--- src/rtl/bus_src_pkg.sv ---
// Shared constants and types for the bus-source selector.
package bus_src_pkg;

    // Default opcodes for the two move instructions.
    localparam logic [2:0] OP_MV  = 3'b000;
    localparam logic [2:0] OP_MVT = 3'b001;

    // The non-register source codes sit directly above the register codes.
    function automatic int src_imm(input int num_reg);
        return num_reg;
    endfunction

    function automatic int src_din(input int num_reg);
        return num_reg + 1;
    endfunction

    function automatic int src_g(input int num_reg);
        return num_reg + 2;
    endfunction

    // Occupancy of the output register plus skid entry.
    typedef enum logic [1:0] {
        EMPTY = 2'd0,
        ONE   = 2'd1,
        TWO   = 2'd2
    } store_state_t;

endpackage

--- src/rtl/bus_src_mux_pipe_imm_fmt.sv ---
// Formats the immediate carried in the instruction register for the bus.
module imm_fmt
    import bus_src_pkg::*;
#(
    parameter int DATA_W = 16,
    parameter int IMM_W = 9,
    parameter int OPC_W = 3,
    parameter logic [OPC_W-1:0] OP_MV = OPC_W'(bus_src_pkg::OP_MV),
    parameter logic [OPC_W-1:0] OP_MVT = OPC_W'(bus_src_pkg::OP_MVT),
    parameter bit SEXT_IMM = 1'b0
) (
    input  logic [DATA_W-1:0] ir,
    output logic [DATA_W-1:0] imm
);

    localparam int HALF_W = DATA_W / 2;

    logic [OPC_W-1:0] op;
    logic             unused_ir;

    assign op = ir[DATA_W-1 -: OPC_W];

    // Bits between the fields are never looked at by any format.
    assign unused_ir = ^ir;

    // MV: low-aligned IMM_W field; MVT: low half moved to the top; else low half.
    always_comb begin
        imm = '0;
        if (op == OP_MV) begin
            imm[IMM_W-1:0] = ir[IMM_W-1:0];
            if (SEXT_IMM) begin
                imm[DATA_W-1:IMM_W] = {(DATA_W-IMM_W){ir[IMM_W-1]}};
            end
        end else if (op == OP_MVT) begin
            imm = {ir[HALF_W-1:0], {HALF_W{1'b0}}};
        end else begin
            imm[HALF_W-1:0] = ir[HALF_W-1:0];
        end
    end

endmodule

--- src/rtl/bus_src_mux_pipe.sv ---
// Registered bus-source selector with a two-entry (output + skid) buffer.
//
// Handshake: an input transfer happens on a rising edge where
// sel_valid & sel_ready; an output transfer happens where
// bus_valid & bus_ready. sel_ready depends on stored state only, so the
// control FSM never sees a combinational path from bus_ready.
module bus_src_mux_pipe
    import bus_src_pkg::*;
#(
    parameter int DATA_W = 16,
    parameter int NUM_REG = 8,
    parameter int IMM_W = 9,
    parameter int OPC_W = 3,
    parameter logic [OPC_W-1:0] OP_MV = OPC_W'(bus_src_pkg::OP_MV),
    parameter logic [OPC_W-1:0] OP_MVT = OPC_W'(bus_src_pkg::OP_MVT),
    parameter bit SEXT_IMM = 1'b0,
    parameter int SEL_W = $clog2(NUM_REG + 3)
) (
    input  logic                      clk,
    input  logic                      reset,
    input  logic [NUM_REG*DATA_W-1:0] reg_data,
    input  logic [DATA_W-1:0]         ir,
    input  logic [DATA_W-1:0]         din,
    input  logic [DATA_W-1:0]         g_data,
    input  logic                      sel_valid,
    input  logic [SEL_W-1:0]          sel,
    output logic                      sel_ready,
    output logic [DATA_W-1:0]         bus_out,
    output logic                      bus_valid,
    input  logic                      bus_ready,
    output logic                      err_sel
);

    localparam logic [SEL_W-1:0] SEL_IMM = SEL_W'(src_imm(NUM_REG));
    localparam logic [SEL_W-1:0] SEL_DIN = SEL_W'(src_din(NUM_REG));
    localparam logic [SEL_W-1:0] SEL_G   = SEL_W'(src_g(NUM_REG));

    store_state_t      state;
    store_state_t      state_next;
    logic [DATA_W-1:0] imm;
    logic [DATA_W-1:0] src_word;
    logic              src_ok;
    logic              accept;
    logic              push;
    logic              pop;
    logic              load_out_src;
    logic              load_out_skid;
    logic              load_skid;
    logic [DATA_W-1:0] out_q;
    logic [DATA_W-1:0] skid_q;
    logic              err_q;

    imm_fmt #(
        .DATA_W  (DATA_W),
        .IMM_W   (IMM_W),
        .OPC_W   (OPC_W),
        .OP_MV   (OP_MV),
        .OP_MVT  (OP_MVT),
        .SEXT_IMM(SEXT_IMM)
    ) u_imm_fmt (
        .ir (ir),
        .imm(imm)
    );

    // Pick the source word from the live inputs; flag codes past the last source.
    always_comb begin
        src_word = '0;
        src_ok   = 1'b1;
        if (sel == SEL_IMM) begin
            src_word = imm;
        end else if (sel == SEL_DIN) begin
            src_word = din;
        end else if (sel == SEL_G) begin
            src_word = g_data;
        end else begin
            src_ok = 1'b0;
            for (int i = 0; i < NUM_REG; i++) begin
                if (sel == SEL_W'(i)) begin
                    src_word = reg_data[i*DATA_W +: DATA_W];
                    src_ok   = 1'b1;
                end
            end
        end
    end

    assign accept = sel_valid & sel_ready;
    assign push   = accept & src_ok;
    assign pop    = bus_valid & bus_ready;

    // Storage state register.
    always_ff @(posedge clk) begin
        if (reset) begin
            state <= EMPTY;
        end else begin
            state <= state_next;
        end
    end

    // Occupancy transitions driven by push and pop.
    always_comb begin
        state_next = state;
        case (state)
            EMPTY: if (push) state_next = ONE;
            ONE: begin
                if (push && !pop) begin
                    state_next = TWO;
                end else if (!push && pop) begin
                    state_next = EMPTY;
                end
            end
            TWO: if (pop) state_next = ONE;
            default: state_next = EMPTY;
        endcase
    end

    // Handshake outputs and datapath load enables decoded from state.
    always_comb begin
        bus_valid     = (state != EMPTY);
        sel_ready     = (state != TWO);
        load_out_src  = 1'b0;
        load_out_skid = 1'b0;
        load_skid     = 1'b0;
        case (state)
            EMPTY: load_out_src = push;
            ONE: begin
                load_out_src = push & pop;
                load_skid    = push & ~pop;
            end
            TWO: load_out_skid = pop;
            default: ;
        endcase
    end

    // Output register, skid entry and the error pulse.
    always_ff @(posedge clk) begin
        if (reset) begin
            out_q  <= '0;
            skid_q <= '0;
            err_q  <= 1'b0;
        end else begin
            err_q <= accept & ~src_ok;
            if (load_out_src) begin
                out_q <= src_word;
            end else if (load_out_skid) begin
                out_q <= skid_q;
            end
            if (load_skid) begin
                skid_q <= src_word;
            end
        end
    end

    assign bus_out = out_q;
    assign err_sel = err_q;

endmodule

--- config.mk ---
export PLATFORM = sky130hd
export DESIGN_NAME = bus_src_mux_pipe
export DESIGN_NICKNAME = d
export VERILOG_FILES = /design/src/rtl/bus_src_pkg.sv /design/src/rtl/bus_src_mux_pipe_imm_fmt.sv /design/src/rtl/bus_src_mux_pipe.sv
export SDC_FILE = /design/constraint.sdc
export NUM_CORES = 1
export LEC_CHECK = 0
export ABC_AREA = 1
export CAP_MARGIN = 20
export CORE_MARGIN = 2
export CORE_UTILIZATION = 40
export DETAILED_ROUTE_END_ITERATION = 10
export PLACE_DENSITY = 0.88
export SYNTH_ARGS = -nofsm -noshare
export SYNTH_HDL_FRONTEND = slang
export SYNTH_SLANG_ARGS = --single-unit
export TNS_END_PERCENT = 5
--- constraint.sdc ---
create_clock -name clk -period 3.02 [get_ports clk]
set_input_delay 0.453 -clock clk [delete_from_list [all_inputs] [get_ports clk]]
set_output_delay 0.453 -clock clk [all_outputs]
set_load 0.05 [all_outputs]
==> metrics.txt <==
# TYPE chip_impl_metric gauge
chip_impl_metric{name="vdd_ir_drop_max",unit="mV"} 0.255
chip_impl_info{name="endpoint_type_of_the_worst_setup_path",value="flip-flop"} 1
chip_impl_info{name="cts_tree",value="yes"} 1
chip_impl_metric{name="floorplan.core_area",unit="µm²"} 7650
chip_impl_metric{name="layout_worst_path_cycle_share",unit=""} 0.846
chip_impl_metric{name="dieArea",unit="µm²"} 8550
chip_impl_info{name="timing.rr.start",value="state[1]"} 1
chip_impl_metric{name="clk_latency",unit="ps"} 290
chip_impl_metric{name="fill_cell_instance_count_of_the_final_layout",unit=""} 685
chip_impl_metric{name="worst-slew-pin-transition",unit="ps"} 716
chip_impl_info{name="holdCritPathClass",value="reg -> reg"} 1
chip_impl_metric{name="share_clk_of_total_power",unit=""} 0.216
chip_impl_metric{name="syn_area",unit="µm²"} 3130
chip_impl_metric{name="max_cap_violations",unit=""} 0
chip_impl_metric{name="placedCellCount",unit=""} 882
chip_impl_metric{name="period_needed",unit="ps"} 2560
chip_impl_metric{name="p_switching",unit="µW"} 561
chip_impl_metric{name="synth-seq-area-share",unit=""} 0.224
chip_impl_metric{name="port_buffer_cells",unit=""} 198
chip_impl_metric{name="syn-mean-instance-area",unit="µm²"} 5.29
chip_impl_metric{name="worst_slew_margin_rel",unit=""} 0.522
chip_impl_metric{name="power.switching_fraction",unit=""} 0.349
chip_impl_metric{name="yosys.area.top_type_share",unit=""} 0.235
chip_impl_metric{name="rrSetupSlack",unit="ps"} 880
chip_impl_info{name="synth.largest_area_cell",value="nand2_1"} 1
chip_impl_metric{name="syn2layout_area_growth",unit="%"} 69.6
chip_impl_metric{name="count_of_hold_buffers_inserted_by_post_cts_repair",unit=""} 0
chip_impl_metric{name="dp_hpwl",unit="µm"} 10100
chip_impl_metric{name="number_of_resized_instances_in_the_post_cts_repair_step",unit=""} 0
chip_impl_metric{name="ant_nets",unit=""} 0
chip_impl_info{name="grt_setup_unrepaired",value="no"} 1
chip_impl_metric{name="nets",unit=""} 973
chip_impl_metric{name="route.detailed.vias_per_inst",unit=""} 5.05
chip_impl_metric{name="first_global_vias",unit=""} 4445
chip_impl_metric{name="num_rows",unit=""} 32
chip_impl_info{name="ctsRootBufferMaster",value="clkbuf_8"} 1
chip_impl_metric{name="residual_overflow_from_global_routing",unit=""} 0
chip_impl_metric{name="synth_enable_flop_cells",unit=""} 0
chip_impl_metric{name="dieHeight",unit="µm"} 92.5
chip_impl_metric{name="synthCells",unit=""} 592
chip_impl_metric{name="n_antenna_cell",unit=""} 0
chip_impl_metric{name="cts_num_sinks",unit=""} 35
chip_impl_metric{name="worst_r2r_path_depth",unit=""} 13
chip_impl_metric{name="yosys_cell_types",unit=""} 25
chip_impl_metric{name="synth.ff_latch_count",unit=""} 35
chip_impl_metric{name="power_report.internal_total",unit="mW"} 1.05
chip_impl_metric{name="fraction_of_layout_cells_with_a_size_suffix_above_1",unit=""} 0.0521
chip_impl_metric{name="floorplan.initialDensity",unit=""} 0.409
chip_impl_metric{name="critical_path_required",unit="ps"} 3210
chip_impl_metric{name="final-max-slew-violation-count",unit=""} 0
chip_impl_metric{name="hold_viol",unit=""} 0
chip_impl_metric{name="globalplace.congestion",unit=""} 0.932
chip_impl_metric{name="synthesis.nets",unit=""} 778
chip_impl_metric{name="setup_violations",unit=""} 0
chip_impl_info{name="criticalPathCategory",value="in -> reg"} 1
chip_impl_metric{name="width_of_the_die",unit="µm"} 92.5
chip_impl_info{name="top_count_cell_post_synth",value="nand2_1"} 1
chip_impl_metric{name="fmax",unit="MHz"} 391
chip_impl_info{name="synth_ff_type",value="dfxtp_1"} 1
chip_impl_metric{name="wire_length_of_the_first_global_routing_pass",unit="µm"} 20400
chip_impl_metric{name="combinationalPowerShare",unit=""} 0.450
chip_impl_metric{name="cts.repair_timing.setup_buffer_count",unit=""} 0
chip_impl_metric{name="total_leakage_power",unit="nW"} 2.38
chip_impl_metric{name="cp.arrival",unit="ps"} 2740
chip_impl_info{name="hold_end",value="bus_out[6]"} 1
chip_impl_metric{name="worst_path_setup_slack_after_routing",unit="ps"} 464
chip_impl_metric{name="detailedPlace.worstSlack",unit="ps"} 193
chip_impl_metric{name="power_per_cell_area",unit="nW/µm²"} 303
chip_impl_metric{name="power_frac_seq",unit=""} 0.334
chip_impl_info{name="synth.cells.most_frequent",value="196 x nand2_1, 96 x nor2_1, 71 x nand3_1"} 1
chip_impl_metric{name="antenna_found_initial",unit=""} 0
chip_impl_metric{name="route.vias.total",unit=""} 4486
chip_impl_metric{name="clock_transition_at_path_regs",unit="ps"} 70
chip_impl_metric{name="globalRouteTotalUtil",unit=""} 0.295
chip_impl_info{name="worst_r2r_endpoint",value="bus_out[11]"} 1
chip_impl_metric{name="crit_path_max_fo",unit=""} 15
chip_impl_info{name="min-delay-start",value="bus_out[6]"} 1
chip_impl_metric{name="cts_max_path_buffers",unit=""} 2
chip_impl_metric{name="count_of_pins_on_the_block_boundary",unit=""} 203
chip_impl_metric{name="clock_skew",unit="ps"} 4.07
chip_impl_metric{name="min_path_cells",unit=""} 2
chip_impl_metric{name="routed_wirelength",unit="µm"} 12400
chip_impl_metric{name="synth_async_sr_flop_share",unit=""} 0
chip_impl_metric{name="finalSetupTns",unit="ps"} 0
chip_impl_metric{name="first_iter_violations",unit=""} 157
chip_impl_metric{name="cts_max_level",unit=""} 2
chip_impl_metric{name="drt_pass1_iterations",unit=""} 5
chip_impl_metric{name="numCtsBuffers",unit=""} 5
chip_impl_info{name="worst_setup_path_start_kind",value="input pin"} 1
chip_impl_metric{name="detail_route.drc_violations",unit=""} 0
chip_impl_metric{name="routedWlPerCell",unit="µm"} 13.9
chip_impl_info{name="ys_top_cells_by_area",value="nand2_1 24%, dfxtp_1 22%, nor2_1 12%, nand3_1 11%, inv_1 8.2%"} 1
chip_impl_metric{name="grt_max_degree",unit=""} 24
chip_impl_metric{name="ys_warn_count",unit=""} 0
chip_impl_metric{name="layoutNonFillerInstCount",unit=""} 889
chip_impl_info{name="run_status",value="complete, no violations"} 1
==> worst max-delay path by stage <==
stage              from           to  slack (ps)  cells past startpoint
2_1_floorplan  state[0]     state[0]        1110                      9
3_3_place_gp     sel[1]  bus_out[11]         300                     14
3_5_place_dp     sel[1]   bus_out[5]         190                     13
4_1_cts          sel[1]   bus_out[5]         500                     13
5_1_grt          sel[0]  bus_out[11]         200                     14
6_report         sel[1]   bus_out[5]         460                     13
==> worst max-delay path, stage by stage <==
cell and delay, ps:
clkdlybuf4s50_1 490, nand2_1 130, inv_1 60, o21ai_1 290
nand3_1 150, inv_2 110, ha_1 160, nand3_1 90
nand2_2 230, buf_4 250, inv_1 140, nor2_1 150
nor2_1 50
==> sequential cells by signal, summed over array words and instances, names as in the netlist <==
signal / count
skid_q: 16
state: 2
err_sel: 1
bus_out: 16
==> cell usage in the layout (no fill, tap or decap) <==
master / n
a211oi_1: 1
a21oi_1: 21
a31oi_1: 2
buf_4: 11
clkbuf_8: 6
clkdlybuf4s50_1: 198
clkinv_2: 1
dfxtp_1: 35
ha_1: 2
inv_1: 68
inv_2: 7
nand2_1: 196
nand2_2: 2
nand3_1: 71
nand4_1: 23
nor2_1: 96
nor2_2: 8
nor2_4: 2
nor3_2: 1
nor4_1: 1
o211ai_1: 5
o21ai_0: 20
o21ai_1: 4
or2_0: 3
or2_2: 2
or3b_2: 1
==> cell type report <==
| cell class | instances | area, µm² | share of cell area |
|---|---|---|---|
| repair buffers | 209 | 2060 | 0.389 |
| multi-input cells | 461 | 2040 | 0.385 |
| flip-flops and latches | 35 | 701 | 0.132 |
| inverters | 75 | 282 | 0.0531 |
| well taps | 102 | 128 | 0.0241 |
| clock buffers | 6 | 82.6 | 0.0156 |
| clock inverters | 1 | 5.00 | 0.000943 |
==> metrics by stage <==
| step | hold slack, ps | util | total power, mW | cell area [µm²] |
|---|---|---|---|---|
| 3_3_place_gp | 454 | 0.682 | 1.25 | 5220 |
| 5_1_grt | 492 | 0.694 | 1.71 | 5310 |
| 4_1_cts | 468 | 0.694 | 1.61 | 5310 |
| 6_report | 466 | 0.694 | 1.61 | 5310 |
| 2_1_floorplan | 468 | - | 0.898 | 3130 |
| 3_5_place_dp | 457 | 0.682 | 1.27 | 5220 |
==> power groups by stage <==
stage               Clock (mW)  Combinational [mW]  Sequential, mW
detailed placement           0               0.719           0.547
global route             0.374               0.791           0.543
finish                   0.347               0.724           0.537
floorplan                    0               0.273           0.625
global placement             0               0.704           0.544
CTS                      0.348               0.723           0.537
==> cells by family (layout without fill, tap and decap cells) <==
kind of cell    Yosys count  count (layout)  share of synthesized area
compound gates           53              53                     0.0904
simple gates            406             406                      0.555
buf+inv                  96             291                      0.123
fa+ha+maj                 2               2                    0.00800
flops                    35              35                      0.224
==> routing by layer <==
layer  track usage  up-vias  wire length [µm]
li1              -     2263                 -
met1         0.350     1973              5000
met2         0.516      218              5910
met3        0.0692       32              1040
met4         0.111        0               427
met5             0        -                 0
Note: power is estimated with default switching activity, not from simulation.
==> RTL change 1, RTL diff (config.mk and constraints unchanged) <==
The output `err_sel` loses its register stage (`err_q` becomes a continuous assignment).
--- a/src/rtl/bus_src_mux_pipe.sv
+++ b/src/rtl/bus_src_mux_pipe.sv
@@ -136,9 +136,7 @@
         if (reset) begin
             out_q  <= '0;
             skid_q <= '0;
-            err_q  <= 1'b0;
         end else begin
-            err_q <= accept & ~src_ok;
             if (load_out_src) begin
                 out_q <= src_word;
             end else if (load_out_skid) begin
@@ -150,6 +148,8 @@
         end
     end
 
+    assign err_q = accept & ~src_ok;
+
     assign bus_out = out_q;
     assign err_sel = err_q;
 
Behaviour: not the same (Yosys sat finds a counterexample within 4 cycles, from zero or initial values and one cycle with reset high).
==> RTL change 1 against the original RTL <==
- worst setup slack better by 0.083 ns
- via count down 2.7%
- critical path depth down 1
- cell area down 4.2%
- sequential cell count down 1
- sequential power down 3%
- sequential share of layout area up 0.19 points
- synthesized cell count down 7.3%
- power down 1.8%
- die area down 6.3%
- synthesized area down 6.6%
- utilization up 1.4 points
- routed wire length up 2.5%
- critical endpoint is now skid_q[15]$_SDFFE_PP0P_
- largest cell class unchanged
==> RTL change 1: results (changes against the original RTL) <==
dpl ws: 0.267 ns (was 0.193 ns)
routability cong.: 0.967 (was 0.932)
critical path arrival: 2.70 ns (was 2.74 ns)
pin count of the biggest net entering global routing: 28 (was 24)
clock power share: 22.9% (was 21.6%)
top cells by area, synth: nand2_1, dfxtp_1, nor2_1 (unchanged)
Max-slew headroom: 38.1% (was 52.2%)
cell internal pwr: 1.02 mW (was 1.05 mW)
drt total wl: 12700 microns (was 12400 microns)
maximum VDD drop: 0.000184 V (was 0.000255 V)
Seq/Total Area, Yosys: 23.3% (was 22.4%)
Mapped Nets: 735 (was 778)
first-pass GRT wire length: 19400 microns (was 20400 microns)
Tot GR Track Use: 31.5% (was 29.5%)
fillers: 612 (was 685)
status: finished clean (unchanged)
vias in the first global route: 4144 (was 4445)
Synth top cells by count: nand2_1, nor2_1, nand3_1, inv_1, dfxtp_1 (unchanged)
DR iter-0 viols: 216 (was 157)
Worst Skew: 0.00595 ns (was 0.00407 ns)
pwr/cell area: 311 nW/um^2 (was 303 nW/um^2)
initial antenna violation count: 0 (unchanged)
Worst-path clk slew: 0.07 ns (about the same)
leakage: 2.19 nW (was 2.38 nW)
share of layout cells above drive strength 1: 5.11% (was 5.21%)
# nets final: 928 (was 973)
synth unique cells: 24 (was 25)
dpl hpwl: 10400 microns (was 10100 microns)
fmax: 404 MHz (was 391 MHz)
Reg power frac: 33.0% (was 33.4%)
-- RTL change 1: cell count changes after synthesis, sizes merged, moves of 2 or more --
| cell | unedited run | this run |
|---|---|---|
| inv | 75 | 45 |
| nand3 | 71 | 51 |
| nor2 | 106 | 117 |
| nand2 | 198 | 191 |
| nand4 | 23 | 28 |
| clkinv | 0 | 3 |
| o211ai | 5 | 2 |
| o21ai | 24 | 26 |
-- RTL change 1: routing by layer --
metal | share of wire [%] | global-route usage (%) | wire length [microns]
met1 | 38 | 35.2 | 4870
met2 | 47 | 56.0 | 5980
met3 | 9.4 | 8.03 | 1200
met4 | 5.1 | 14.5 | 643
met5 | 0 | 0 | 0
-- RTL change 1: worst max-delay path, stage by stage --
cell             delay, ns
clkdlybuf4s50_1       0.52
nand2_2               0.17
inv_1                 0.05
o21ai_1               0.20
nand3_1               0.12
inv_2                 0.10
ha_1                  0.15
nand3_1               0.10
inv_1                 0.34
buf_4                 0.24
o21ai_0               0.10
nor2_1                0.16
-- RTL change 1: cells by family (layout without fill, tap and decap cells) --
logic type | count (synthesis) | count (layout) | synth area share (%)
AND/OR/NAND/NOR | 392 | 392 | 56.8
flip-flops | 34 | 34 | 23.3
AO/OA/AOI/OAI | 53 | 53 | 9.55
buffers and inverters | 68 | 262 | 9.55
adder cells (fa/ha/maj) | 2 | 2 | 0.856
-- RTL change 1: path summary, 6_finish.rpt --
| kind | start | end | slack (ns) | cells past startpoint |
|---|---|---|---|---|
| hold reg to reg | bus_out[10]$_SDFFE_PP0P_ | bus_out[10]$_SDFFE_PP0P_ | 0.47 | 2 |
| hold / removal | bus_out[10]$_SDFFE_PP0P_ | bus_out[10]$_SDFFE_PP0P_ | 0.47 | 2 |
| setup reg to reg | state[0]$_SDFFE_PP0P_ | skid_q[15]$_SDFFE_PP0P_ | 1.04 | 10 |
| setup / recovery | sel[1] | skid_q[15]$_SDFFE_PP0P_ | 0.55 | 12 |
-- RTL change 1: cell type report --
class | instances | share of cell area (%)
clock inverters | 2 | 0.246
flip-flops and latches | 34 | 13.4
inverters | 48 | 3.55
multi-input cells | 447 | 38.6
repair buffers | 206 | 40.1
well taps | 99 | 2.44
clock buffers | 6 | 1.62
-- RTL change 1: stage by stage --
| stage | std cells | cell area (sq um) | utilization, % |
|---|---|---|---|
| 6_report | 842 | 5080 | 70.8 |
| 5_1_grt | 842 | 5080 | 70.8 |
| 4_1_cts | 842 | 5080 | 70.8 |
| 3_5_place_dp | 834 | 4990 | 69.5 |
| 3_3_place_gp | 834 | 4990 | 69.5 |
| 2_1_floorplan | 549 | 2920 | - |
==> RTL change 2, RTL diff (same flow settings) <==
Without the edit above. `OPC_W` is set to 3 in 2 places; all go to 4.
--- a/src/rtl/bus_src_mux_pipe_imm_fmt.sv
+++ b/src/rtl/bus_src_mux_pipe_imm_fmt.sv
@@ -4,7 +4,7 @@
 #(
     parameter int DATA_W = 16,
     parameter int IMM_W = 9,
-    parameter int OPC_W = 3,
+    parameter int OPC_W = 4,
     parameter logic [OPC_W-1:0] OP_MV = OPC_W'(bus_src_pkg::OP_MV),
     parameter logic [OPC_W-1:0] OP_MVT = OPC_W'(bus_src_pkg::OP_MVT),
     parameter bit SEXT_IMM = 1'b0
--- a/src/rtl/bus_src_mux_pipe.sv
+++ b/src/rtl/bus_src_mux_pipe.sv
@@ -10,7 +10,7 @@
     parameter int DATA_W = 16,
     parameter int NUM_REG = 8,
     parameter int IMM_W = 9,
-    parameter int OPC_W = 3,
+    parameter int OPC_W = 4,
     parameter logic [OPC_W-1:0] OP_MV = OPC_W'(bus_src_pkg::OP_MV),
     parameter logic [OPC_W-1:0] OP_MVT = OPC_W'(bus_src_pkg::OP_MVT),
     parameter bit SEXT_IMM = 1'b0,
Function: changed (Yosys sat finds a counterexample within 4 cycles, from zero or initial values and one cycle with reset high).
==> RTL change 2 against the original RTL <==
- non-clock buffer count shrank 5
- combinational power up 2%
- sequential cell count unchanged
- worst setup slack worse by 0.020 ns
- synthesized area down 2.4%
- worst hold slack gained 0.014 ns
- routed wire length is 1.8% higher
- cell area decreased by 2.2%
- power is 0.27% lower
==> RTL change 2: results (changes against the original RTL) <==
status: finished clean (unchanged)
maximum VDD drop: 0.000219 V (was 0.000255 V)
crit-path max cell delay: 0.72 ns (was 0.49 ns)
first-pass GRT wire length: 20000 microns (was 20400 microns)
dpl cells: 858 (was 882)
per-cell routed wire length: 14.5 microns (was 13.9 microns)
yosys warns: 0 (unchanged)
Max-slew headroom: 39.2% (was 52.2%)
Fin Hold WS: 0.480 ns (was 0.466 ns)
synth unique cells: 28 (was 25)
total CTS buffers: 5 (unchanged)
pin count of the biggest net entering global routing: 26 (was 24)
initial antenna violation count: 0 (unchanged)
FF-to-FF path depth: 11 (was 13)
DR iter-0 viols: 267 (was 157)
crit path max fanout: 13 (was 15)
CTS resizes: 0 (unchanged)
Hold Path Cell Cnt: 2 (unchanged)
DRC errors left: 0 (unchanged)
Tot GR Track Use: 29.6% (was 29.5%)
FF-to-FF End: bus_out[15]$_SDFFE_PP0P_ (was bus_out[11]$_SDFFE_PP0P_)
I/O Buffers: 199 (was 198)
# nets final: 952 (was 973)
CP max-delay cell: nor2_1 (was clkdlybuf4s50_1)
# diodes: 0 (unchanged)
Syn Inst Count: 574 (was 592)
vias in the first global route: 4295 (was 4445)
leakage: 2.32 nW (was 2.38 nW)
Layout Cells excl Fill: 866 (was 889)
dpl ws: 0.131 ns (was 0.193 ns)
share of layout cells above drive strength 1: 3.78% (was 5.21%)
post-placement cell area: 5110 sq um (was 5220 sq um)
Final Critical Period: 2.58 ns (was 2.56 ns)
top cells by area, synth: nand2_1, dfxtp_1, nand3_1 (was nand2_1, dfxtp_1, nor2_1)
Clock H-tree levels: 2 (unchanged)
Synth top cells by count: nand2_1, nor2_1, nand3_1, inv_1, dfxtp_1 (unchanged)
# rows: 31 (was 32)
via count: 4463 (was 4486)
Seq/Total Area, Yosys: 23.0% (was 22.4%)
Worst Setup SP: sel[0] (was sel[1])
ys async rst share: 0% (unchanged)
Worst Skew: 0.00541 ns (was 0.00407 ns)
type of the most critical hold path: flip-flop to flip-flop (unchanged)
routability cong.: 0.963 (was 0.932)
Mapped Nets: 760 (was 778)
Critical Path End: skid_q[5]$_SDFFE_PP0P_ (was bus_out[5]$_SDFFE_PP0P_)
critical path arrival: 2.81 ns (was 2.74 ns)
Worst-path clk slew: 0.07 ns (about the same)
R2R Path Start: state[0]$_SDFFE_PP0P_ (was state[1]$_SDFFE_PP0P_)
drt pass-1 iters: 5 (unchanged)
Crit path max-delay family: simple AND/OR/NAND/NOR gates (was buffers and inverters)
top_reg_cell synth: dfxtp_1 (unchanged)
reg2reg setup slack: 0.93 ns (was 0.88 ns)
dpl hpwl: 10300 microns (was 10100 microns)
clock buffer depth: 2 (unchanged)
-- RTL change 2: cell types whose count changed in the layout (fill, tap and decap cells not counted), sizes merged, moves of 4 or more --
| cell | unedited run | this run |
|---|---|---|
| nor2 | 106 | 94 |
| nand4 | 23 | 19 |
| o21ai | 24 | 30 |
| o211ai | 5 | 1 |
| o22ai | 0 | 5 |
| buf | 11 | 5 |
| inv | 75 | 65 |
-- RTL change 2: logic make-up after synthesis --
logic type               count (synthesis)  synth area share [%]
AO/OA/AOI/OAI                           59                  10.1
adder cells (fa/ha/maj)                  2                 0.820
buffers and inverters                   87                  11.5
flip-flops                              35                  23.0
AND/OR/NAND/NOR                        391                  54.6
-- RTL change 2: cell type report --
cell class	instances	area, sq um
timing repair buffer	204	2030
multi-input combinational	452	2000
clock buffer	7	76.3
inverter	68	255
clock inverter	1	5.00
tap	99	124
sequential	35	701
fill	621	2140
-- RTL change 2: worst reg2reg max path, cell delays in order (launching register included) --
cell and delay, ns:
dfxtp_1 0.42, nor2_1 0.10, inv_2 0.10, nand2_1 0.08, nor2_2 0.19, ha_1 0.18
nand3_1 0.10, nand2_2 0.18, buf_4 0.25, inv_1 0.18, nor2_1 0.15, nor2_1 0.05
-- RTL change 2: worst min path at each step --
stage,end,from
after floorplan,skid_q[14]$_SDFFE_PP0P_,skid_q[14]$_SDFFE_PP0P_
after global placement,bus_out[8]$_SDFFE_PP0P_,bus_out[8]$_SDFFE_PP0P_
after detailed placement,bus_out[8]$_SDFFE_PP0P_,bus_out[8]$_SDFFE_PP0P_
after CTS,bus_out[8]$_SDFFE_PP0P_,bus_out[8]$_SDFFE_PP0P_
after global routing,bus_out[13]$_SDFFE_PP0P_,bus_out[13]$_SDFFE_PP0P_
final,bus_out[8]$_SDFFE_PP0P_,bus_out[8]$_SDFFE_PP0P_
-- RTL change 2: per-layer routing --
metal  track usage [%]  vias to the layer above  wire, microns
met2              52.2                      242           5910
met3              7.05                       39           1130
met1              34.4                     1977           5060
met4              11.6                        0            497
li1                  -                     2205              -
met5                 0                        -              0
-- RTL change 2: power by group --
part | internal, mW | switching (mW)
Sequential | 0.512 | 0.0285
Combinational | 0.359 | 0.377
Clock | 0.162 | 0.166
